File: src/rtl/core_writeback_pkg.sv
// Shared micro-architecture types for the writeback stage: register numbers,
// writeback lines and queue entries.
package core_writeback_pkg;

  localparam int unsigned DATA_W        = 16;
  localparam int unsigned REG_BITS      = 4;
  localparam int unsigned NUM_REGS      = 2 ** REG_BITS;
  localparam int unsigned WB_FIFO_DEPTH = 2;

  typedef logic [REG_BITS-1:0] reg_num;

  typedef struct packed {
    reg_num              rd;
    logic [DATA_W-1:0]   value;
    logic                ready;
  } wb_line;

  typedef struct packed {
    reg_num              rd;
    logic [DATA_W-1:0]   value;
  } wb_entry;

  function automatic logic [NUM_REGS-1:0] reg_mask(input reg_num r);
    reg_mask    = '0;
    reg_mask[r] = 1'b1;
  endfunction

endpackage

File: src/rtl/core_wb_fifo.sv
// In-order holding queue for ALU results awaiting the register-file write port.
module core_wb_fifo
  import core_writeback_pkg::*;
#(
  parameter int unsigned DEPTH = WB_FIFO_DEPTH
) (
  input  logic                         clk,
  input  logic                         rst,
  input  logic                         push,
  input  wb_entry                      push_data,
  input  logic                         pop,
  output wb_entry                      pop_data,
  output logic                         full,
  output logic                         empty,
  output logic [$clog2(DEPTH+1)-1:0]   count
);

  localparam int unsigned PW = (DEPTH > 1) ? $clog2(DEPTH) : 1;
  localparam int unsigned CW = $clog2(DEPTH + 1);

  wb_entry          r_mem [DEPTH];
  logic [PW-1:0]    r_wptr;
  logic [PW-1:0]    r_rptr;
  logic [CW-1:0]    r_count;
  logic             w_do_push;
  logic             w_do_pop;

  function automatic logic [PW-1:0] ptr_inc(input logic [PW-1:0] p);
    ptr_inc = (p == PW'(DEPTH - 1)) ? '0 : p + 1'b1;
  endfunction

  assign full      = (r_count == CW'(DEPTH));
  assign empty     = (r_count == '0);
  assign count     = r_count;
  assign pop_data  = r_mem[r_rptr];

  // A pop in the same cycle frees the slot, so a push into a full queue is legal then.
  assign w_do_pop  = pop && !empty;
  assign w_do_push = push && (!full || w_do_pop);

  always_ff @(posedge clk) begin
    if (w_do_push) r_mem[r_wptr] <= push_data;
  end

  always_ff @(posedge clk) begin
    if (rst) begin
      r_wptr  <= '0;
      r_rptr  <= '0;
      r_count <= '0;
    end else begin
      if (w_do_push) r_wptr <= ptr_inc(r_wptr);
      if (w_do_pop)  r_rptr <= ptr_inc(r_rptr);
      case ({w_do_push, w_do_pop})
        2'b10:   r_count <= r_count + 1'b1;
        2'b01:   r_count <= r_count - 1'b1;
        default: r_count <= r_count;
      endcase
    end
  end

endmodule

File: src/rtl/core_writeback.sv
// Writeback arbiter: loads always win the single register-file write port,
// ALU results queue behind them in order; tracks in-flight destinations.
module core_writeback
  import core_writeback_pkg::*;
#(
  parameter int unsigned W          = DATA_W,
  parameter int unsigned FIFO_DEPTH = WB_FIFO_DEPTH
) (
  input  logic                  clk,
  input  logic                  rst,
  input  wb_line                alu_wb,
  input  wb_line                mem_wb,
  input  logic                  issue_valid,
  input  reg_num                issue_rd,
  output logic                  rf_we,
  output reg_num                rf_waddr,
  output logic [W-1:0]          rf_wdata,
  output logic [NUM_REGS-1:0]   busy,
  output logic                  alu_stall
);

  localparam int unsigned CW = $clog2(FIFO_DEPTH + 1);

  wb_entry               w_alu_entry;
  wb_entry               w_head;
  logic                  w_push;
  logic                  w_pop;
  logic                  w_full;
  logic                  w_empty;
  logic [CW-1:0]         w_count;
  logic                  w_we;
  reg_num                w_waddr;
  logic [DATA_W-1:0]     w_wdata;
  logic [NUM_REGS-1:0]   w_clr;
  logic [NUM_REGS-1:0]   w_set;

  logic                  r_rf_we;
  reg_num                r_rf_waddr;
  logic [W-1:0]          r_rf_wdata;
  logic [NUM_REGS-1:0]   r_busy;

  assign w_alu_entry = '{rd: alu_wb.rd, value: alu_wb.value};

  core_wb_fifo #(
    .DEPTH (FIFO_DEPTH)
  ) u_fifo (
    .clk       (clk),
    .rst       (rst),
    .push      (w_push),
    .push_data (w_alu_entry),
    .pop       (w_pop),
    .pop_data  (w_head),
    .full      (w_full),
    .empty     (w_empty),
    .count     (w_count)
  );

  // ALU results go straight to the port only when nothing older is waiting.
  always_comb begin
    w_we    = 1'b0;
    w_waddr = '0;
    w_wdata = '0;
    w_pop   = 1'b0;
    w_push  = alu_wb.ready && (mem_wb.ready || !w_empty);
    if (mem_wb.ready) begin
      w_we    = 1'b1;
      w_waddr = mem_wb.rd;
      w_wdata = mem_wb.value;
    end else if (!w_empty) begin
      w_we    = 1'b1;
      w_waddr = w_head.rd;
      w_wdata = w_head.value;
      w_pop   = 1'b1;
    end else if (alu_wb.ready) begin
      w_we    = 1'b1;
      w_waddr = alu_wb.rd;
      w_wdata = alu_wb.value;
    end
  end

  assign w_clr = w_we        ? reg_mask(w_waddr)  : '0;
  assign w_set = issue_valid ? reg_mask(issue_rd) : '0;

  assign alu_stall = !rst && (w_full ||
                     ((w_count == CW'(FIFO_DEPTH - 1)) && mem_wb.ready && alu_wb.ready));

  always_ff @(posedge clk) begin
    if (rst) begin
      r_rf_we    <= 1'b0;
      r_rf_waddr <= '0;
      r_rf_wdata <= '0;
      r_busy     <= '0;
    end else begin
      r_rf_we    <= w_we;
      r_rf_waddr <= w_waddr;
      r_rf_wdata <= W'(w_wdata);
      // Set after clear: a newer producer keeps the register pending.
      r_busy     <= (r_busy & ~w_clr) | w_set;
    end
  end

  a_alu_overflow: assert property (@(posedge clk) disable iff (rst)
    !(alu_wb.ready && w_full && !w_pop));

  assign rf_we    = r_rf_we;
  assign rf_waddr = r_rf_waddr;
  assign rf_wdata = r_rf_wdata;
  assign busy     = r_busy;

endmodule

File: config.mk
export PLATFORM = sky130hd
export DESIGN_NAME = core_writeback
export DESIGN_NICKNAME = d
export VERILOG_FILES = /design/src/rtl/core_writeback_pkg.sv /design/src/rtl/core_wb_fifo.sv /design/src/rtl/core_writeback.sv
export SDC_FILE = /design/constraint.sdc
export NUM_CORES = 1
export LEC_CHECK = 0
export CAP_MARGIN = 25
export CORE_MARGIN = 1.5
export CORE_UTILIZATION = 50
export DETAILED_ROUTE_END_ITERATION = 8
export GPL_ROUTABILITY_DRIVEN = 0
export HOLD_SLACK_MARGIN = 0.03
export MAX_ROUTING_LAYER = met4
export PLACE_DENSITY = 0.84
export REMOVE_ABC_BUFFERS = 1
export SLEW_MARGIN = 20
export SYNTH_ARGS = -nofsm -noshare
export SYNTH_HDL_FRONTEND = slang
export SYNTH_SLANG_ARGS = --single-unit
File: constraint.sdc
create_clock -name clk -period 4.75 [get_ports clk]
set_clock_uncertainty 0.1 [all_clocks]
set_input_delay 0.475 -clock clk [delete_from_list [all_inputs] [get_ports clk]]
set_output_delay 0.475 -clock clk [all_outputs]
set_load 0.05 [all_outputs]
; ---- Word-level counts from Yosys, hierarchy flattened
; Memories as Yosys holds them, arrays and structs flattened. A register that Yosys moved wholly into a read port is not among the register bits.
; Index checks and enable logic that the tools add are counted.
[word_totals]
reg_bits = 41
mem_bits_rw = 40
mem_bits_ro = 0
n_memories = 1
latch_bits = 0
input_bits = 49
[op_classes]
div = 0
addsub = 4
n_reduce_logical = 16
bitwise_logic = 3
n_shift = 0
mul = 0
n_mux = 24
n_eq_ne = 4
magnitude_cmp = 4
[mem_list]
columns = name, depth, word_bits, read_ports, rd_clocked_by_memory_dff, wr, line
row1 = u_fifo.r_mem, 2, 20, 1, 1, 1, core_wb_fifo.sv:21  ; wb_entry r_mem [DEPTH];
[op_table]
columns = op, n
row1 = 16-bit two-way mux, 5
row2 = 16-bit AND, 1
row3 = 16-bit inverter, 1
row4 = 16-bit OR, 1
row5 = 1-bit two-way mux, 13
row6 = 4-bit two-way mux, 3
row7 = 4-bit by 5-bit < comparator with 1-bit output (second input constant), 2
row8 = 1-bit demux with 4-bit select, 2
row9 = 4-bit by 1-bit greater-or-equal comparator with 1-bit output (second input constant), 2
row10 = 1-bit logical AND, 8
row11 = 2-bit by 1-bit equality test with 1-bit output (second input constant), 2
row12 = 2-bit equality test (second input constant), 2
row13 = 2-bit one-hot mux with 2 select lines, 1
row14 = 1-bit zero test, 3
row15 = 1-bit logical OR, 3
row16 = 1-bit adder (second input constant), 2
row17 = 2-bit by 1-bit adder with 2-bit output (second input constant), 1
row18 = 2-bit zero test, 1
row19 = 2-bit nonzero test, 1
row20 = 2-bit by 1-bit subtractor with 2-bit output (second input constant), 1

; ---- Longest topological paths before layout
[depth]
ltp_word = 11
ltp_mapped = 10
depth_no_buf = 8

; ---- Modules after synthesis
; Synthesis repeated with hierarchy kept, for this count alone.
[hier_totals]
cells_unflattened = 284
hier_area_um2 = 3453.3
[modules_own_cells]
columns = mod, seq_area_each_um2, area_per_inst_um2, cells_each, instances
row1 = core_writeback, 740.7, 1770.4, 192, 1
row2 = core_wb_fifo, 1301.2, 1682.9, 92, 1

; ---- Least setup slack after synthesis
; Ideal clock, no wire load.
[synth_timing]
path_type = input to register
from = input port mem_wb[0] in the netlist's numbering
to = memory u_fifo.r_mem[0][0] in the netlist's numbering (enable)
n_path_buf = 2
t_required_ns = 4.253
setup_slack_ns = 2.272
stages = 5
t_arrival_ns = 1.981
setup_ns = 0.397
cell_sequence = buf_2 -> buf_2 -> o21ai_0 -> nand3_1 -> nor2_1
[synth_between]
elab_chain_len = 6
[synth_rtl]
columns = element, line
row1 = start: declaration, core_writeback.sv:12  ; input wb_line mem_wb,
row2 = 1-bit two-way mux, core_writeback.sv:65  ; if (mem_wb.ready) begin
row3 = 1-bit logical AND, core_wb_fifo.sv:38  ; assign w_do_pop = pop && !empty;
row4 = 1-bit logical OR, core_wb_fifo.sv:39  ; assign w_do_push = push && (!full || w_do_pop);
row5 = 1-bit logical AND (*), core_wb_fifo.sv:39
row6 = 1-bit two-way mux (*), core_wb_fifo.sv:42  ; if (w_do_push) r_mem[r_wptr] <= push_data;
row7 = 1-bit two-way mux (not written as such) (*), core_wb_fifo.sv:42
row8 = end: declaration, core_wb_fifo.sv:21
; Mark *: on every way between the ends. The rest lies on a longest branch, timed or not.

; ---- Worst setup path in the final report
[layout_timing]
from = input port mem_wb[0] in the netlist's numbering
to = output port alu_stall
[layout_between]
elab_chain_len = 4
[layout_rtl]
columns = element, line
row1 = 1-bit logical AND (2 in series), core_writeback.sv:85  ; ((w_count == CW'(FIFO_DEPTH - 1)) && mem_wb.ready && alu_wb.ready));
row2 = 1-bit logical OR, core_writeback.sv:84  ; assign alu_stall = !rst && (w_full ||
row3 = 1-bit logical AND, core_writeback.sv:84
row4 = end: declaration, core_writeback.sv:19  ; output logic alu_stall
; No other way between the ends.

==> impl_metrics.csv <==
group,metric,value,unit
cells_and_area,fin_nets,421,
global_route,grt_pass1_wl,12100,um
setup_path,cp_cell_sequence,"clkdlybuf4s50_1, a31oi_1, nor2_1, clkdlybuf4s50_1",
pwr,peakVddDrop,299,uV
drt,post_drt_wl_per_cell,16.9,um
min_path,hp-start,"busy[2]",
floorplanning,die_height,85.3,um
global_route,grtUsageTotal,22.6,%
pwr,p_leak,1.58,nW
cts,cts_tree,"done",
cells_and_area,final_util,69.5,%
logic_synthesis,synth-main-ff-cell,"dfxtp_1",
logic_synthesis,yosysSeqAreaShare,60.2,%
setup_path,critPathKind,"in -> out",
cts,clock_path_buffers,2,
cells_and_area,nFillCells,482,
logic_synthesis,synth_area_leader_cell,"edfxtp_1",
logic_synthesis,synth_edf_count,40,
cells_and_area,insertedDiodeCount,0,
cts,numClockSinks,82,
status,status,"finished, violations left",
timing,maxSlewHeadroom,31.2,%
cells_and_area,drive_above_1_share,10.8,%
min_path,hold_path_class,"reg -> reg",
floorplanning,die-area,0.00728,mm2
setup_path,arrival,2.42,ns
logic_synthesis,synthTopCellsByCount,"50 x nor2_1, 42 x dfxtp_1, 40 x edfxtp_1, 15 x nor3_1, 13 x a222oi_1",
placed_design,io_buffers,86,
floorplanning,start_util,52.5,%
timing,hold_ws,0.406,ns
global_route,grt_pass1_vias,2483,
setup_path,r2r_cells,8,
floorplanning,core,0.00646,mm2
logic_synthesis,synthMostInstantiatedCell,"nor2_1",
setup_path,cp_common_cell,"clkdlybuf4s50_1",
logic_synthesis,synth-seq-cells,82,
drt,detail_route.first_pass.iterations,8,
floorplanning,die_w,85.3,um
logic_synthesis,synth-async-reset-ratio,0,%
pwr,p_sw,0.000692,W
drt,finalWirelength,7590,um
drt,drc_errors,3,
logic_synthesis,yosys-top-cells-area,"edfxtp_1 35%, dfxtp_1 25%, nor2_1 5.5%",
drt,viasPerCell,5.73,
drt,vias,2571,
pwr,p_clk_share,22.7,%
min_path,whs_endpoint,"busy[2]",
global_route,grt_max_degree,44,
setup_path,crit_path_start,"mem_wb[0]",
setup_path,regToRegEndpoint,"u_fifo.count[1]",
logic_synthesis,synth_top_area_share,35.4,%
timing,finalSetupTns,0,ns
timing,hold_violations,0,
pwr,p_per_area,452,mW/mm2
logic_synthesis,syn_area,0.00339,mm2
cts,holdBufCountCts,0,
setup_path,critPathMaxFanout,15,
timing,fmax,334,MHz
logic_synthesis,synth.distinct_cells,45,
cells_and_area,area_delta_synth_final,32.5,%
timing,worst-slew-pin-transition,1.03,ns
logic_synthesis,yosys_warnings,0,
floorplanning,row_count,29,
setup_path,r2r_slack,2.17,ns
global_route,grt_overflow_total,0,
setup_path,r2r-start,"u_fifo.count[0]",
placed_design,dp_slack,1.60,ns
logic_synthesis,syn-instance-count,282,
pwr,pwr-share-seq,44.2,%
cts,postCtsSetupBuffers,0,
floorplanning,io-pin-count,87,
timing,drv_slew,0,
cts,path_clk_slew,0.08,ns
cts,htree_levels,3,
logic_synthesis,avgSynthCellArea,12.0,um2
timing,rsz0062_at_grt,"false",
global_route,antenna_found_initial,0,
setup_path,slowest_stage,"clkdlybuf4s50_1",
placed_design,dp_hpwl,5240,um
pwr,power.share.combinational,33.2,%
pwr,swShare,34.1,%
setup_path,slowest_delay,0.82,ns
cts,cts_buffers,9,
cts,root_buffer,"clkbuf_8",
setup_path,critPathLaunchType,"input pin",
setup_path,worstPathRequired,4.18,ns
job,max-cap-violations,0,
cts,clk_latency,0.35,ns
drt,drt_iter0_drc,206,
status,violations,"design-rule violations",
timing,setup_slack,1.76,ns
min_path,whs_path_depth,2,
drt,postRouteAntennaNets,0,
timing,fin_crit_sh,63.0,%
setup_path,worst_setup_path_end_kind,"output port",
cts,post_cts_resized,0,
timing,finalSetupViolations,0,
timing,period_minus_slack,2.99,ns
pwr,p_int,0.00134,W
-- logic make-up after synthesis --
group | Yosys count | synth area share, %
flops | 82 | 60.2
buf+inv | 23 | 3.32
mux | 22 | 6.98
simple gates | 97 | 14.2
xor+xnor | 4 | 1.03
fa+ha+maj | 5 | 1.85
compound gates | 49 | 12.4
-- critical path, delay by kind of cell --
kind	cells	cell delay (ns)
compound gates	1	0.17
simple gates	1	0.13
buf+inv	2	1.63
-- flip-flops by register name, summed over array words and instances (netlist names), named ones only --
name           count
rf_waddr           4
busy              16
u_fifo.r_rptr      1
rf_we              1
rf_wdata          16
u_fifo.r_wptr      1
u_fifo.r_mem      40
u_fifo.count       2
-- routing by layer --
metal  GRT usage, %  part of all wire, %  vias up
li1               -                    -     1217
met1           28.0                   41     1230
met2           35.4                   51      114
met3           5.93                  6.6       10
met4           9.24                  1.5        0
met5              -                    0        -
-- layout by cell type, fill, tap and decap left out, types with 2 or more instances in the layout --
master,n
a211oi_1,9
a21o_1,2
a21oi_1,6
a222oi_1,13
a41oi_1,2
buf_4,3
clkbuf_8,11
clkdlybuf4s50_1,86
clkinv_2,2
clkinvlp_4,2
dfxtp_1,42
edfxtp_1,40
ha_1,5
inv_1,6
mux2_1,7
mux2_2,6
mux2i_1,9
nand2_1,8
nand2b_1,3
nand3_1,6
nand3b_1,2
nand4b_1,2
nor2_1,48
nor2_2,2
nor3_1,15
o211a_1,2
o211ai_2,2
o21ai_0,3
o21bai_1,4
or2_2,2
xnor2_1,2
xor2_1,2
-- layout make-up --
type / instances / area, um2 / area share (%)
Clock inverter: 5 / 28.8 / 0.641
Inverter: 6 / 22.5 / 0.502
Clock buffer: 11 / 151 / 3.37
Tap cell: 77 / 96.3 / 2.15
Multi-Input combinational cell: 177 / 1240 / 27.6
Sequential cell: 82 / 2040 / 45.5
Timing Repair Buffer: 91 / 910 / 20.3
-- metrics by stage --
stage	total power, W	instances	cell area [um2]
2_1_floorplan	0.00135	265	3300
4_1_cts	0.00203	446	4460
5_1_grt	0.00213	449	4490
3_5_place_dp	0.00157	430	4280
6_report	0.00203	449	4490
3_3_place_gp	0.00155	430	4280
-- how the worst max path moves through the flow --
stage / endpoint / slack, ns
floorplan: u_fifo.r_mem[0][0] / 2.32
global placement: u_fifo.r_mem[1][10] / 1.70
detailed placement: u_fifo.r_mem[1][8] / 1.60
CTS: alu_stall / 1.78
global route: alu_stall / 1.64
finish: alu_stall / 1.76
-- power groups by stage --
stage          clock (W)  sequential [W]  combinational [W]
6_report        0.000460        0.000897           0.000674
5_1_grt         0.000503        0.000906           0.000723
4_1_cts         0.000468        0.000917           0.000640
3_5_place_dp           0        0.000934           0.000637
3_3_place_gp           0        0.000928           0.000619
2_1_floorplan          0         0.00104           0.000307
Power figures use the tool's default switching activity.
